<file path="src/rtl/pulse_window_sequencer.sv">
// Free-running window counter with start/stop/burst sequencing and a shadowed config port.
// f is driven low while lo_start <= count < lo_end; new config takes effect only at a period boundary.
module pulse_window_sequencer #(
    parameter int CNT_W        = 9,
    parameter int DEF_PERIOD   = 500,
    parameter int DEF_LO_START = 20,
    parameter int DEF_LO_END   = 90
) (
    input  logic             clock,
    input  logic             reset,
    input  logic             cfg_valid,
    output logic             cfg_ready,
    input  logic [CNT_W-1:0] cfg_period,
    input  logic [CNT_W-1:0] cfg_lo_start,
    input  logic [CNT_W-1:0] cfg_lo_end,
    output logic             cfg_err,
    input  logic             start,
    input  logic             oneshot,
    input  logic [7:0]       burst_len,
    input  logic             stop,
    output logic             busy,
    output logic [CNT_W-1:0] count,
    output logic             period_done,
    output logic             f
);

    localparam logic [CNT_W-1:0] DEF_PERIOD_V   = CNT_W'(DEF_PERIOD);
    localparam logic [CNT_W-1:0] DEF_LO_START_V = CNT_W'(DEF_LO_START);
    localparam logic [CNT_W-1:0] DEF_LO_END_V   = CNT_W'(DEF_LO_END);
    localparam logic [CNT_W-1:0] ONE_V          = CNT_W'(1);
    localparam logic [CNT_W-1:0] TWO_V          = CNT_W'(2);

    typedef enum logic [1:0] {
        ST_IDLE     = 2'd0,
        ST_RUN      = 2'd1,
        ST_STOPPING = 2'd2
    } state_t;

    state_t           state_q, state_d;
    logic [CNT_W-1:0] count_q, count_d;

    // Active configuration driving the waveform
    logic [CNT_W-1:0] period_q, period_d;
    logic [CNT_W-1:0] lo_start_q, lo_start_d;
    logic [CNT_W-1:0] lo_end_q, lo_end_d;

    // Shadow configuration waiting for a period boundary
    logic [CNT_W-1:0] sh_period_q, sh_period_d;
    logic [CNT_W-1:0] sh_lo_start_q, sh_lo_start_d;
    logic [CNT_W-1:0] sh_lo_end_q, sh_lo_end_d;
    logic             pending_q, pending_d;
    logic             cfg_err_q, cfg_err_d;

    logic             oneshot_q, oneshot_d;
    logic [7:0]       burst_target_q, burst_target_d;
    logic [7:0]       burst_cnt_q, burst_cnt_d;

    logic running;
    logic at_last;
    logic wrap;
    logic in_window;
    logic cfg_fire;
    logic cfg_ok;
    logic apply_cfg;
    logic burst_last;

    always_comb begin
        running   = (state_q != ST_IDLE);
        at_last   = (count_q == (period_q - ONE_V));
        wrap      = running && at_last;
        in_window = (count_q >= lo_start_q) && (count_q < lo_end_q);

        busy        = running;
        count       = count_q;
        period_done = wrap;
        f           = !(running && in_window);
        cfg_ready   = !pending_q;
        cfg_err     = cfg_err_q;
    end

    // Config handshake: validate on transfer, hold in shadow until it can be applied
    always_comb begin
        cfg_fire = cfg_valid && !pending_q;
        cfg_ok   = (cfg_period >= TWO_V) &&
                   (cfg_lo_start <= cfg_lo_end) &&
                   (cfg_lo_end <= cfg_period);

        // In IDLE the copy happens immediately; while running only at the wrap edge
        apply_cfg = pending_q && (!running || wrap);

        sh_period_d   = sh_period_q;
        sh_lo_start_d = sh_lo_start_q;
        sh_lo_end_d   = sh_lo_end_q;
        pending_d     = pending_q;
        period_d      = period_q;
        lo_start_d    = lo_start_q;
        lo_end_d      = lo_end_q;
        cfg_err_d     = cfg_fire && !cfg_ok;

        if (apply_cfg) begin
            period_d   = sh_period_q;
            lo_start_d = sh_lo_start_q;
            lo_end_d   = sh_lo_end_q;
            pending_d  = 1'b0;
        end

        // A transfer can only occur while nothing is pending, so it never races the copy
        if (cfg_fire && cfg_ok) begin
            sh_period_d   = cfg_period;
            sh_lo_start_d = cfg_lo_start;
            sh_lo_end_d   = cfg_lo_end;
            pending_d     = 1'b1;
        end
    end

    always_comb begin
        state_d        = state_q;
        count_d        = count_q;
        oneshot_d      = oneshot_q;
        burst_target_d = burst_target_q;
        burst_cnt_d    = burst_cnt_q;
        burst_last     = oneshot_q && (burst_cnt_q == (burst_target_q - 8'd1));

        unique case (state_q)
            ST_IDLE: begin
                count_d = '0;
                if (start && !stop) begin
                    state_d        = ST_RUN;
                    oneshot_d      = oneshot;
                    burst_target_d = (burst_len == 8'd0) ? 8'd1 : burst_len;
                    burst_cnt_d    = 8'd0;
                end
            end
            ST_RUN: begin
                if (at_last) begin
                    count_d = '0;
                    // A stop arriving on the last count of a period has nothing left to finish
                    if (stop || burst_last) begin
                        state_d = ST_IDLE;
                    end else if (oneshot_q) begin
                        burst_cnt_d = burst_cnt_q + 8'd1;
                    end
                end else begin
                    count_d = count_q + ONE_V;
                    if (stop) begin
                        state_d = ST_STOPPING;
                    end
                end
            end
            ST_STOPPING: begin
                if (at_last) begin
                    count_d = '0;
                    state_d = ST_IDLE;
                end else begin
                    count_d = count_q + ONE_V;
                end
            end
            default: begin
                state_d = ST_IDLE;
                count_d = '0;
            end
        endcase
    end

    always_ff @(posedge clock) begin
        if (reset) begin
            state_q        <= ST_IDLE;
            count_q        <= '0;
            period_q       <= DEF_PERIOD_V;
            lo_start_q     <= DEF_LO_START_V;
            lo_end_q       <= DEF_LO_END_V;
            sh_period_q    <= DEF_PERIOD_V;
            sh_lo_start_q  <= DEF_LO_START_V;
            sh_lo_end_q    <= DEF_LO_END_V;
            pending_q      <= 1'b0;
            cfg_err_q      <= 1'b0;
            oneshot_q      <= 1'b0;
            burst_target_q <= 8'd1;
            burst_cnt_q    <= 8'd0;
        end else begin
            state_q        <= state_d;
            count_q        <= count_d;
            period_q       <= period_d;
            lo_start_q     <= lo_start_d;
            lo_end_q       <= lo_end_d;
            sh_period_q    <= sh_period_d;
            sh_lo_start_q  <= sh_lo_start_d;
            sh_lo_end_q    <= sh_lo_end_d;
            pending_q      <= pending_d;
            cfg_err_q      <= cfg_err_d;
            oneshot_q      <= oneshot_d;
            burst_target_q <= burst_target_d;
            burst_cnt_q    <= burst_cnt_d;
        end
    end

endmodule

</file>
<file path="config.mk">
export PLATFORM = sky130hd
export DESIGN_NAME = pulse_window_sequencer
export DESIGN_NICKNAME = d
export VERILOG_FILES = /design/src/rtl/pulse_window_sequencer.sv
export SDC_FILE = /design/constraint.sdc
export NUM_CORES = 1
export LEC_CHECK = 0
export BUFFER_PORTS_ARGS = -buffer_cell sky130_fd_sc_hd__buf_2
export CAP_MARGIN = 10
export CORE_MARGIN = 8
export CORE_UTILIZATION = 35
export CTS_BUF_LIST = sky130_fd_sc_hd__clkbuf_8
export DETAILED_ROUTE_END_ITERATION = 8
export PLACE_DENSITY = 0.63
export SKIP_CTS_REPAIR_TIMING = 1
export SYNTH_ARGS = -nofsm -noshare
export SYNTH_HDL_FRONTEND = slang
export SYNTH_SLANG_ARGS = --single-unit
export TNS_END_PERCENT = 20
</file>
<file path="constraint.sdc">
create_clock -name clock -period 7.2 [get_ports clock]
set_input_delay 0.72 -clock clock [delete_from_list [all_inputs] [get_ports clock]]
set_output_delay 0.72 -clock clock [all_outputs]
set_load 0.02 [all_outputs]
</file>
==> Word-level counts from Yosys, hierarchy flattened <==
Index checks and enable logic that the tools add are counted.
W data, S select, Z words.
{ "classes": {"addsub": 4, "order_cmp": 5, "n_eq_ne": 11, "mux": 14, "n_bitwise": 1, "n_reduce_logical": 28} }
{ "ops": {"columns": ["cell", "n"], "rows": [
  ["$mux W8", 5],
  ["$le A9 B9 Y1", 2],
  ["$pmux W8 S2", 1],
  ["$logic_and A1 B1 Y1", 11],
  ["$mux W2", 5],
  ["$ne A2 B2 Y1 const B", 5],
  ["$add A9 B1 Y9 const B", 1],
  ["$eq A9 B9 Y1", 1],
  ["$ge A9 B2 Y1 const B", 1],
  ["$ge A9 B9 Y1", 1],
  ["$lt A9 B9 Y1", 1],
  ["$sub A9 B1 Y9 const B", 1],
  ["$add A8 B1 Y8 const B", 1],
  ["$eq A8 B8 Y1", 1],
  ["$logic_not A8 Y1", 1],
  ["$sub A8 B1 Y8 const B", 1],
  ["$ne A3 B3 Y1 const B", 2],
  ["$pmux W2 S3", 1],
  ["$reduce_bool A2 Y1", 3],
  ["$logic_not A1 Y1", 5],
  ["$reduce_and A5 Y1", 1],
  ["$reduce_and A4 Y1", 1],
  ["$reduce_or A3 Y1", 1],
  ["$eq A2 B1 Y1 const B", 1],
  ["7 further kinds", 9]
]} }
{ "word_totals": {"register_bits": 84, "inputBits": 41, "output_inout_bits": 14, "word_cells": 76} }

==> Logic depth before layout (Yosys ltp) <==
Gate-level depths: netlist of the first run.
{ "depth": {"depth_word": 7, "depth_mapped": 11, "depth_no_buf": 9} }

==> Least setup slack after synthesis of the first run <==
No wires, ideal clock.
{ "synth_path": {"path_kind": "reg-to-output", "startpoint": "reg count_q[0] (netlist: count[0])", "endpoint": "out f", "arrival_time_ps": 2436, "required_time_ps": 6480, "path_slack_ps": 4044, "stages_incl_launch_ff": 11, "n_path_buf": 1, "path_cell_list": "dfxtp_1 -> clkbuf_1 -> inv_1 -> ha_1 -> nand2b_1 -> a21o_1 -> a21o_1 -> a211oi_1 -> o21bai_1 -> a2111oi_0 -> a311o_1"} }
{ "synth_via": {"elab_chain_len": 4, "elab_cells_between_ends": 5, "classes_between": "2 x order compare; 3 x reduce/logical"} }
{ "synth_rtl": {"columns": ["element", "line", "source"], "rows": [
  ["start, declared", "40", "logic [CNT_W-1:0] count_q, count_d;"],
  ["start signal, assigned", "182", "count_q <= count_d;"],
  ["$ge A9 B9 Y1 / $lt A9 B9 Y1 (equally long branches)", "71", "in_window = (count_q >= lo_start_q) && (count_q < lo_end_q);"],
  ["$logic_and A1 B1 Y1 (*)", "71", null],
  ["$logic_and A1 B1 Y1 (*)", "76", "f = !(running && in_window);"],
  ["$logic_not A1 Y1 (*)", "76", null],
  ["end, declared", "24", "output logic f"]
]} }
Every way passes the cells marked *; elsewhere a longest branch is shown, timed or not.

==> Worst setup path in the final report of the first run <==
Ends and elaborated chain as after synthesis.

==> flow_metrics.env, run 1 <==
export IMPL_syn_inst=582
export IMPL_clock_tree_htree_level_count=3
export IMPL_cp_data_arrival_time_ns=2.97
export IMPL_period_minus_slack_ns=3.69
export IMPL_cp_max_fo=9
export IMPL_ys_types=54
export IMPL_place_congestion=0.813
export IMPL_gr_total_overflow=0
export IMPL_fin_tns_setup_ns=0
export IMPL_synth_ff_type="dfxtp_1"
export IMPL_grt_max_degree=51
export IMPL_rsz0062_at_grt="no"
export IMPL_min_from="sh_lo_start_q[5]$_SDFFE_PP0P_"
export IMPL_post_drt_wl_per_cell_um=15.0
export IMPL_place_hpwl_um=8990
export IMPL_clockBufferDepth=2
export IMPL_p_leak_nw=2.20
export IMPL_ys_async_sr_fraction_pct=0
export IMPL_track_usage_pct=13.7
export IMPL_clock_skew_ns=0.00859
export IMPL_antenna_found_initial=0
export IMPL_layout_common_cells="dfxtp_1, nand3_1, o21ai_0"
export IMPL_fmax_mhz=271
export IMPL_worstPathRequired_ns=6.48
export IMPL_syn_area_um2=4760
export IMPL_syn_nets=665
export IMPL_drv_slew=0
export IMPL_die_h_um=133
export IMPL_n_antenna_cell=0
export IMPL_ys_ff_latch=84
export IMPL_worstRegToRegCells=5
export IMPL_clkLatencyLatePin_ns=0.37
export IMPL_cts_tree="yes"
export IMPL_clockRootBuffer="clkbuf_8"
export IMPL_cts_sinks=84
export IMPL_grt_pass1_wl_um=20300
export IMPL_drv_cap=0
export IMPL_die_area_um2=17600
export IMPL_grt_pass1_vias=4167
export IMPL_yosys_warnings=0
export IMPL_min_delay_path_depth=2
export IMPL_finalSetupViolCount=0
export IMPL_timing_hold_ws_ns=0.482
export IMPL_vias_per_cell=5.28
export IMPL_core_area_um2=13200
export IMPL_area_delta_synth_final_pct=12.3
export IMPL_critPathLaunchType="register"
export IMPL_power_density_nw_per_um2=229
export IMPL_post_route_period_util_pct=51.2
export IMPL_timing_rr_start="pending_q$_SDFFE_PP0P_"
export IMPL_numCtsBuffers=9
export IMPL_path_class="register to output port"
export IMPL_r2r_end="sh_lo_start_q[0]$_SDFFE_PP0P_"
export IMPL_die_w_um=133
export IMPL_drc_errors=0
export IMPL_hold_viol=0
export IMPL_hold_path_class="register to register"
export IMPL_drt_initial_drc_count=217
export IMPL_r2r_slack_ns=4.40
export IMPL_clk_pin_slew_ns=0.09
export IMPL_end_kind="output port"
export IMPL_layout_commonest_cell="dfxtp_1"
export IMPL_nets=700
export IMPL_rows=42
export IMPL_syn_area_per_cell_um2=8.17
export IMPL_whs_endpoint="lo_start_q[5]$_SDFFE_PP0P_"
export IMPL_synth_edf_count=0
export IMPL_status="finished, final reports clean"
export IMPL_ir_drop_v=0.000140
export IMPL_ant_nets=0
export IMPL_port_buffers=54
export IMPL_wl_um=12000
export IMPL_io_pins=55
export IMPL_initial_core_util_pct=35.9
export IMPL_vias=4217
export IMPL_ys_seq_area_share_pct=35.3
export IMPL_worstMarginPinSlew_ns=1.05
export IMPL_layout_drive_gt1_share_pct=13.0
export IMPL_first_pass_iters=5
export IMPL_relSlewSlack_pct=30.3
export IMPL_post_route_util_pct=40.3
-- state kept, by name (all words and copies together), names as in the netlist --
signal	flops
count	9
lo_end_q	9
lo_start_q	9
period_q	9
sh_lo_end_q	9
sh_lo_start_q	9
sh_period_q	9
burst_cnt_q	8
burst_target_q	8
state_q	2
cfg_err	1
oneshot_q	1
pending_q	1
-- cell usage after synthesis (5+ instances only) --
library cell	count	area (um2)
clkbuf_1	26	97.6
o21a_1	5	37.5
ha_1	42	526
inv_1	52	195
or4_1	7	52.6
nand2_1	21	78.8
dfxtp_1	84	1680
xor2_1	12	105
nor3_1	9	45.0
mux2i_1	12	120
nor2_1	27	101
a21o_1	7	52.6
or3_1	8	50.1
o21ai_0	64	320
o211ai_1	12	90.1
a21oi_1	41	205
nand3_1	69	345
nand4_1	9	56.3
xnor2_1	15	131
a211oi_1	6	45.0
-- final cells by class --
class / instances / area, um2
Clock inverter: 7 / 90.1
Multi-Input combinational cell: 413 / 2740
Tap cell: 176 / 220
Inverter: 53 / 199
Fill cell: 1361 / 7900
Sequential cell: 84 / 1680
Clock buffer: 9 / 124
Timing Repair Buffer: 56 / 285
-- routing by layer --
metal / GRT usage (%) / up-vias / share of wire, %
li1: - / 2146 / -
met3: 2.61 / 16 / 4.3
met1: 17.7 / 1956 / 49
met4: 5.36 / 0 / 2.0
met5: 0 / - / 0
met2: 22.0 / 99 / 44
-- cells by family after synthesis --
group	after synthesis	synth area share (%)
simple gates	174	19.4
compound gates	158	19.8
buf+inv	85	7.00
flops	84	35.3
fa+ha+maj	42	11.0
xor+xnor	27	4.97
mux	12	2.53
-- worst max path at each step --
stage	start	endpoint	slack [ns]	cells past startpoint
2_1_floorplan	count[0]$_SDFF_PP0_	f	4.04	10
3_3_place_gp	count[0]$_SDFF_PP0_	f	4.06	10
3_5_place_dp	count[0]$_SDFF_PP0_	f	3.91	10
4_1_cts	count[0]$_SDFF_PP0_	f	3.49	10
5_1_grt	count[0]$_SDFF_PP0_	f	3.35	10
6_report	count[0]$_SDFF_PP0_	f	3.51	10
-- report_power, final --
| group | total (mW) | switching (mW) | internal [mW] |
|---|---|---|---|
| Combinational | 0.315 | 0.205 | 0.110 |
| Sequential | 0.541 | 0.0381 | 0.503 |
| Clock | 0.369 | 0.198 | 0.171 |
| Total | 1.22 | 0.441 | 0.784 |
-- worst max-delay path, stage by stage (launching register included) --
cell       delay (ns)
dfxtp_1          0.52
inv_1            0.08
ha_1             0.29
nand2b_1         0.14
a21o_1           0.17
a21o_1           0.17
a211oi_1         0.28
o21bai_1         0.12
a2111oi_0        0.43
a311o_1          0.22
buf_2            0.19
-- per-stage QoR --
| stage | instances | worst slack [ns] | instance area [um2] | power (mW) |
|---|---|---|---|---|
| after floorplan | 582 | 4.04 | 4760 | 0.785 |
| after global placement | 782 | 4.06 | 5130 | 0.856 |
| after detailed placement | 782 | 3.91 | 5130 | 0.865 |
| after CTS | 798 | 3.49 | 5340 | 1.23 |
| after global routing | 798 | 3.35 | 5340 | 1.30 |
| final | 798 | 3.51 | 5340 | 1.22 |
(Power assumes the default switching activity.)
==> inputs of run 2 (changes only) <==
--- a/config.mk
+++ b/config.mk
@@ -5,6 +5,7 @@
 export SDC_FILE = /design/constraint.sdc
 export NUM_CORES = 1
 export LEC_CHECK = 0
+export ABC_AREA = 1
 export BUFFER_PORTS_ARGS = -buffer_cell sky130_fd_sc_hd__buf_2
 export CAP_MARGIN = 10
 export CORE_MARGIN = 8
==> constraint.sdc (replaced) <==
create_clock -name clock -period 3.6 [get_ports clock]
set_input_delay 0.36 -clock clock [delete_from_list [all_inputs] [get_ports clock]]
set_output_delay 0.36 -clock clock [all_outputs]
set_load 0.02 [all_outputs]
==> flow_metrics.env, run 2 <==
export IMPL_status="finished, final reports clean"
export IMPL_power_density_nw_per_um2=454
export IMPL_end_kind="register"
export IMPL_path_class="register to register"
export IMPL_synth_ff_type="dfxtp_1"
export IMPL_yosys_top_cells_count="nand2_1, inv_1, dfxtp_1"
export IMPL_synth_top_cell_area_share_pct=33.7
export IMPL_critPathLaunchType="register"
export IMPL_layout_commonest_cell="nand2_1"
export IMPL_worst_path_max_delay_cell="nand2_1"
export IMPL_syn_area_per_cell_um2=6.96
export IMPL_gr_total_overflow=0
export IMPL_core_area_um2=13900
export IMPL_r2r_slack_ns=0.86
export IMPL_grt_pass1_wl_um=20600
export IMPL_fmax_mhz=365
export IMPL_timing_hold_ws_ns=0.233
export IMPL_antenna_found_initial=0
export IMPL_yosysTopAreaCell="dfxtp_1"
export IMPL_cpMostUsedCell="nand2_1"
export IMPL_dp_slack_ns=0.866
export IMPL_cts_tree="yes"
export IMPL_cp_data_arrival_time_ns=2.96
export IMPL_clockRootBuffer="clkbuf_8"
export IMPL_cp_top_family="simple AND/OR/NAND/NOR gates"
export IMPL_yosys_top_cells_area="dfxtp_1, nand2_1, ha_1"
export IMPL_port_buffers=54
export IMPL_wl_um=12100
export IMPL_die_area_um2=18300
export IMPL_cp_cell_sequence="inv_1, ha_1, inv_1, nand2_1, nand2_1, nand2_1, nand3_1, nor2_1, nand2_1, nor2_2, nand3_4, nand2_1, nand2_1, o21ai_1, a21oi_1"
export IMPL_rsz0062_at_grt="no"
export IMPL_rows=43
export IMPL_die_h_um=135
export IMPL_area_delta_synth_final_pct=12.6
export IMPL_drv_slew=0
export IMPL_finalWorstSetupSlack_ns=0.861
export IMPL_layout_drive_gt1_share_pct=12.5
export IMPL_ys_ff_latch=84
export IMPL_hold_viol=0
export IMPL_finalSetupViolCount=0
export IMPL_n_antenna_cell=0
export IMPL_fillCellCount=1530
export IMPL_clk_pin_slew_ns=0.09
export IMPL_fin_tns_setup_ns=0
export IMPL_worstPathRequired_ns=3.82
export IMPL_vias_per_cell=4.81
export IMPL_initial_core_util_pct=35.9
export IMPL_post_drt_wl_per_cell_um=12.8
export IMPL_yosys_warnings=0
export IMPL_p_leak_nw=2.68
export IMPL_syn_nets=799
export IMPL_synthMostInstantiatedCell="nand2_1"
export IMPL_ant_nets=0
export IMPL_numCtsBuffers=9
export IMPL_place_congestion=0.853
export IMPL_track_usage_pct=13.7
export IMPL_clock_skew_ns=0.00882
export IMPL_cts_sinks=84
export IMPL_place_hpwl_um=9320
export IMPL_io_pins=55
export IMPL_syn_inst=716
export IMPL_relSlewSlack_pct=37.3
export IMPL_die_w_um=135
export IMPL_post_route_period_util_pct=76.1
export IMPL_clock_tree_htree_level_count=3
export IMPL_period_minus_slack_ns=2.74
export IMPL_layout_common_cells="nand2_1, inv_1, dfxtp_1"
export IMPL_ys_async_sr_fraction_pct=0
export IMPL_first_pass_iters=5
export IMPL_vias=4542
export IMPL_ys_seq_area_share_pct=33.7
export IMPL_ys_types=39
export IMPL_drc_errors=0
export IMPL_syn_area_um2=4980
export IMPL_post_route_util_pct=40.4
export IMPL_cp_max_fo=30
export IMPL_drv_cap=0
export IMPL_worstMarginPinSlew_ns=0.939
export IMPL_hold_path_class="input pin to register"
export IMPL_clockBufferDepth=2
export IMPL_synth_edf_count=0
export IMPL_clkLatencyLatePin_ns=0.36
export IMPL_grt_pass1_vias=4259
export IMPL_drt_initial_drc_count=393
export IMPL_grt_max_degree=36
export IMPL_nets=843
export IMPL_critPathMaxStageDelay_ns=0.54
export IMPL_ir_drop_v=0.000156
export IMPL_critPathBufInv=2
[run 2: cell types whose count changed after synthesis, sizes merged, moves of 8 or more]
cell / change
mux2i: -12
or3: -8
nor2: +56
nand2: +135
a21oi: +11
nand3: -12
o21ai: -32
nand4: +25
clkbuf: -10
inv: +44
xnor2: -12
[run 2: area by class of cell]
cell class                      count  area (um2)  area share, %
Inverter                           98         368           6.56
Sequential cell                    84        1680           30.0
Clock buffer                       10         138           2.45
Tap cell                          180         225           4.01
Multi-Input combinational cell    510        2820           50.2
Timing Repair Buffer               57         293           5.22
Clock inverter                      6        88.8           1.58
[run 2: path summary, 6_finish.rpt]
kind,from,end,depth (start not counted)
setup reg to reg,period_q[0]$_SDFFE_PP0P_,period_q[0]$_SDFFE_PP0P_,15
hold / removal,oneshot,oneshot_q$_SDFFE_PP0P_,3
hold reg to reg,lo_end_q[7]$_SDFFE_PP0P_,lo_end_q[7]$_SDFFE_PP0P_,2
setup / recovery,period_q[0]$_SDFFE_PP0P_,period_q[0]$_SDFFE_PP0P_,15
[run 2: kinds of logic (layout without fill, tap and decap cells)]
group,count (synthesis),in the layout,synth area share [%]
AOI/OAI and AO/OA,106,106,12.2
xor gates and xnor gates,13,13,2.28
adders and majority gates,42,42,10.5
buffers and inverters,122,171,9.74
DFF,84,84,33.7
and+or+nand+nor,349,349,31.5
[run 2: routing by layer]
metal / wire length [um] / vias to the layer above / GRT usage [%]
li1: - / 2454 / -
met1: 6090 / 2000 / 18.2
met2: 5310 / 74 / 21.5
met3: 431 / 14 / 2.82
met4: 218 / 0 / 4.69
met5: 0 / - / 0
[run 2: stage by stage]
| stage | std cells | power, mW | area (um2) |
|---|---|---|---|
| 3_3_place_gp | 929 | 1.81 | 5390 |
| 3_5_place_dp | 929 | 1.81 | 5390 |
| 5_1_grt | 945 | 2.73 | 5610 |
| 4_1_cts | 945 | 2.57 | 5610 |
| 6_report | 945 | 2.55 | 5610 |
| 2_1_floorplan | 716 | 1.63 | 4980 |
[run 2: worst min-delay path, cell delays in order]
cell and delay, ns:
buf_2 0.07, nor2_1 0.04, nor2_1 0.08
[run 2: where the power goes]
group	switching, mW	total [mW]	internal (mW)	leakage [nW]
clock network	0.348	0.757	0.409	0.114
registers	0.0726	1.10	1.03	0.686
logic	0.461	0.691	0.231	1.88
total	0.881	2.55	1.67	2.68
==> inputs of run 3 (changes only) <==
--- a/config.mk
+++ b/config.mk
@@ -12,7 +12,7 @@
 export CORE_UTILIZATION = 35
 export CTS_BUF_LIST = sky130_fd_sc_hd__clkbuf_8
 export DETAILED_ROUTE_END_ITERATION = 8
-export PLACE_DENSITY = 0.63
+export PLACE_DENSITY = 0.65
 export SKIP_CTS_REPAIR_TIMING = 1
 export SYNTH_ARGS = -nofsm -noshare
 export SYNTH_HDL_FRONTEND = slang
==> constraint.sdc (replaced) <==
create_clock -name clock -period 2.3 [get_ports clock]
set_input_delay 0.23 -clock clock [delete_from_list [all_inputs] [get_ports clock]]
set_output_delay 0.23 -clock clock [all_outputs]
set_load 0.02 [all_outputs]
==> flow_metrics.env, run 3 (same netlist as run 2, synthesis figures left out) <==
export IMPL_p_switching_mw=1.44
export IMPL_ir_drop_v=0.000255
export IMPL_clockRootBuffer="clkbuf_8"
export IMPL_core_area_um2=13900
export IMPL_die_h_um=135
export IMPL_post_route_cell_area_um2=5830
export IMPL_clock_tree_htree_level_count=3
export IMPL_gr_total_overflow=0
export IMPL_critPathBufInv=1
export IMPL_path_class="register to output port"
export IMPL_layout_drive_gt1_share_pct=17.1
export IMPL_worstRegToRegCells=12
export IMPL_place_congestion=0.861
export IMPL_clockBufferDepth=2
export IMPL_stdcell_count=965
export IMPL_hold_path_class="input pin to register"
export IMPL_ant_nets=0
export IMPL_initial_core_util_pct=35.9
export IMPL_grt_pass1_vias=4338
export IMPL_critPathMaxStageDelay_ns=0.39
export IMPL_hold_viol=0
export IMPL_io_pins=55
export IMPL_drt_initial_drc_count=319
export IMPL_die_w_um=135
export IMPL_post_drt_wl_per_cell_um=12.7
export IMPL_end_kind="output port"
export IMPL_p_comb_share_pct=30.0
export IMPL_area_delta_synth_final_pct=17.0
export IMPL_wl_um=12200
export IMPL_drv_slew=0
export IMPL_clock_power_share_pct=27.0
export IMPL_cts_sinks=84
export IMPL_power_density_nw_per_um2=685
export IMPL_first_pass_iters=4
export IMPL_grt_max_degree=68
export IMPL_n_antenna_cell=0
export IMPL_critPathLaunchType="register"
export IMPL_place_hpwl_um=9380
export IMPL_worstPathRequired_ns=2.07
export IMPL_worst_path_max_delay_cell="dfxtp_4"
export IMPL_min_delay_path_depth=3
export IMPL_die_area_um2=18300
export IMPL_finalWorstSetupSlack_ns=0.00532
export IMPL_rows=43
export IMPL_clock_skew_ns=0.00736
export IMPL_p_leak_nw=2.77
export IMPL_finalSetupViolCount=0
export IMPL_antenna_found_initial=0
export IMPL_post_dp_cell_area_um2=5500
export IMPL_drv_cap=0
export IMPL_dp_slack_ns=0.201
export IMPL_fin_tns_setup_ns=0
export IMPL_cp_cell_sequence="ha_4, nand2_1, o211ai_1, nand3_1, nand2_2, nand3_2, nand2_1, a21oi_1, o21bai_1, nand3_1, buf_6"
export IMPL_numCtsBuffers=9
export IMPL_vias_per_cell=4.82
export IMPL_post_route_period_util_pct=99.8
export IMPL_post_place_cells=942
export IMPL_vias=4653
export IMPL_fmax_mhz=436
export IMPL_worstMarginPinSlew_ns=0.680
export IMPL_path_depth=11
export IMPL_layout_common_cells="nand2_1, inv_1, nor2_1, dfxtp_1, nand3_1"
export IMPL_swShare_pct=35.9
export IMPL_clkLatencyLatePin_ns=0.36
export IMPL_drc_errors=0
export IMPL_nets=863
export IMPL_p_int_mw=2.56
export IMPL_rsz0062_at_grt="yes"
export IMPL_period_minus_slack_ns=2.29
export IMPL_timing_hold_ws_ns=0.121
export IMPL_layout_commonest_cell="nand2_1"
export IMPL_cp_top_family="simple AND/OR/NAND/NOR gates"
export IMPL_track_usage_pct=13.7
export IMPL_status="finished, final reports clean"
export IMPL_relSlewSlack_pct=54.6
export IMPL_grt_pass1_wl_um=20700
export IMPL_power_frac_seq_pct=43.1
export IMPL_cp_max_fo=6
export IMPL_cp_data_arrival_time_ns=2.06
export IMPL_cts_tree="yes"
export IMPL_clk_pin_slew_ns=0.09
export IMPL_port_buffers=54
[run 3: cell types whose count changed in the layout (fill, tap and decap cells not counted), moves of 4 or more]
cell / previous run / this run
buf_4: 3 / 22
dfxtp_1: 84 / 77
dfxtp_2: 0 / 5
inv_1: 92 / 88
[run 3: power groups by stage]
stage                     logic [mW]  clock network (mW)  registers (mW)
after detailed placement        1.16                   0            1.75
after CTS                       1.16                1.11            1.72
final                           1.20                1.08            1.72
after floorplan                0.818                   0            1.74
after global routing            1.37                1.16            1.74
after global placement          1.15                   0            1.75
[run 3: final cells by class]
type | count | area [um2]
clock inverter | 7 | 75.1
tap | 180 | 225
fill | 1481 | 8050
inverter | 98 | 368
sequential | 84 | 1700
timing repair buffer | 77 | 468
clock buffer | 9 | 124
multi-input combinational | 510 | 2880
[run 3: metrics by stage]
stage,utilization (%),power [mW]
final,42.0,4.00
after global routing,42.0,4.28
after CTS,41.0,3.99
after detailed placement,39.6,2.91
after global placement,39.6,2.90
after floorplan,-,2.56
[run 3: final timing paths]
kind                                      end                        start  slack [ns]
hold / removal         oneshot_q$_SDFFE_PP0P_                      oneshot        0.12
setup reg to reg     lo_end_q[3]$_SDFFE_PP1P_     period_q[1]$_SDFFE_PP0P_        0.25
setup / recovery                            f          count[2]$_SDFF_PP0_       0.005
hold reg to reg   sh_lo_end_q[1]$_SDFFE_PP1P_  sh_lo_end_q[1]$_SDFFE_PP1P_        0.47
[run 3: routing by layer]
metal | vias to the layer above | share of wire (%) | track usage (%)
met3 | 11 | 4.1 | 2.45
met2 | 78 | 43 | 21.2
met5 | - | 0 | 0
li1 | 2500 | - | -
met1 | 2064 | 52 | 18.9
met4 | 0 | 1.1 | 4.07
[run 3: tightest hold or removal path: stages]
cell and delay, ns:
buf_2 0.07, nor2_1 0.03, nor2_1 0.10
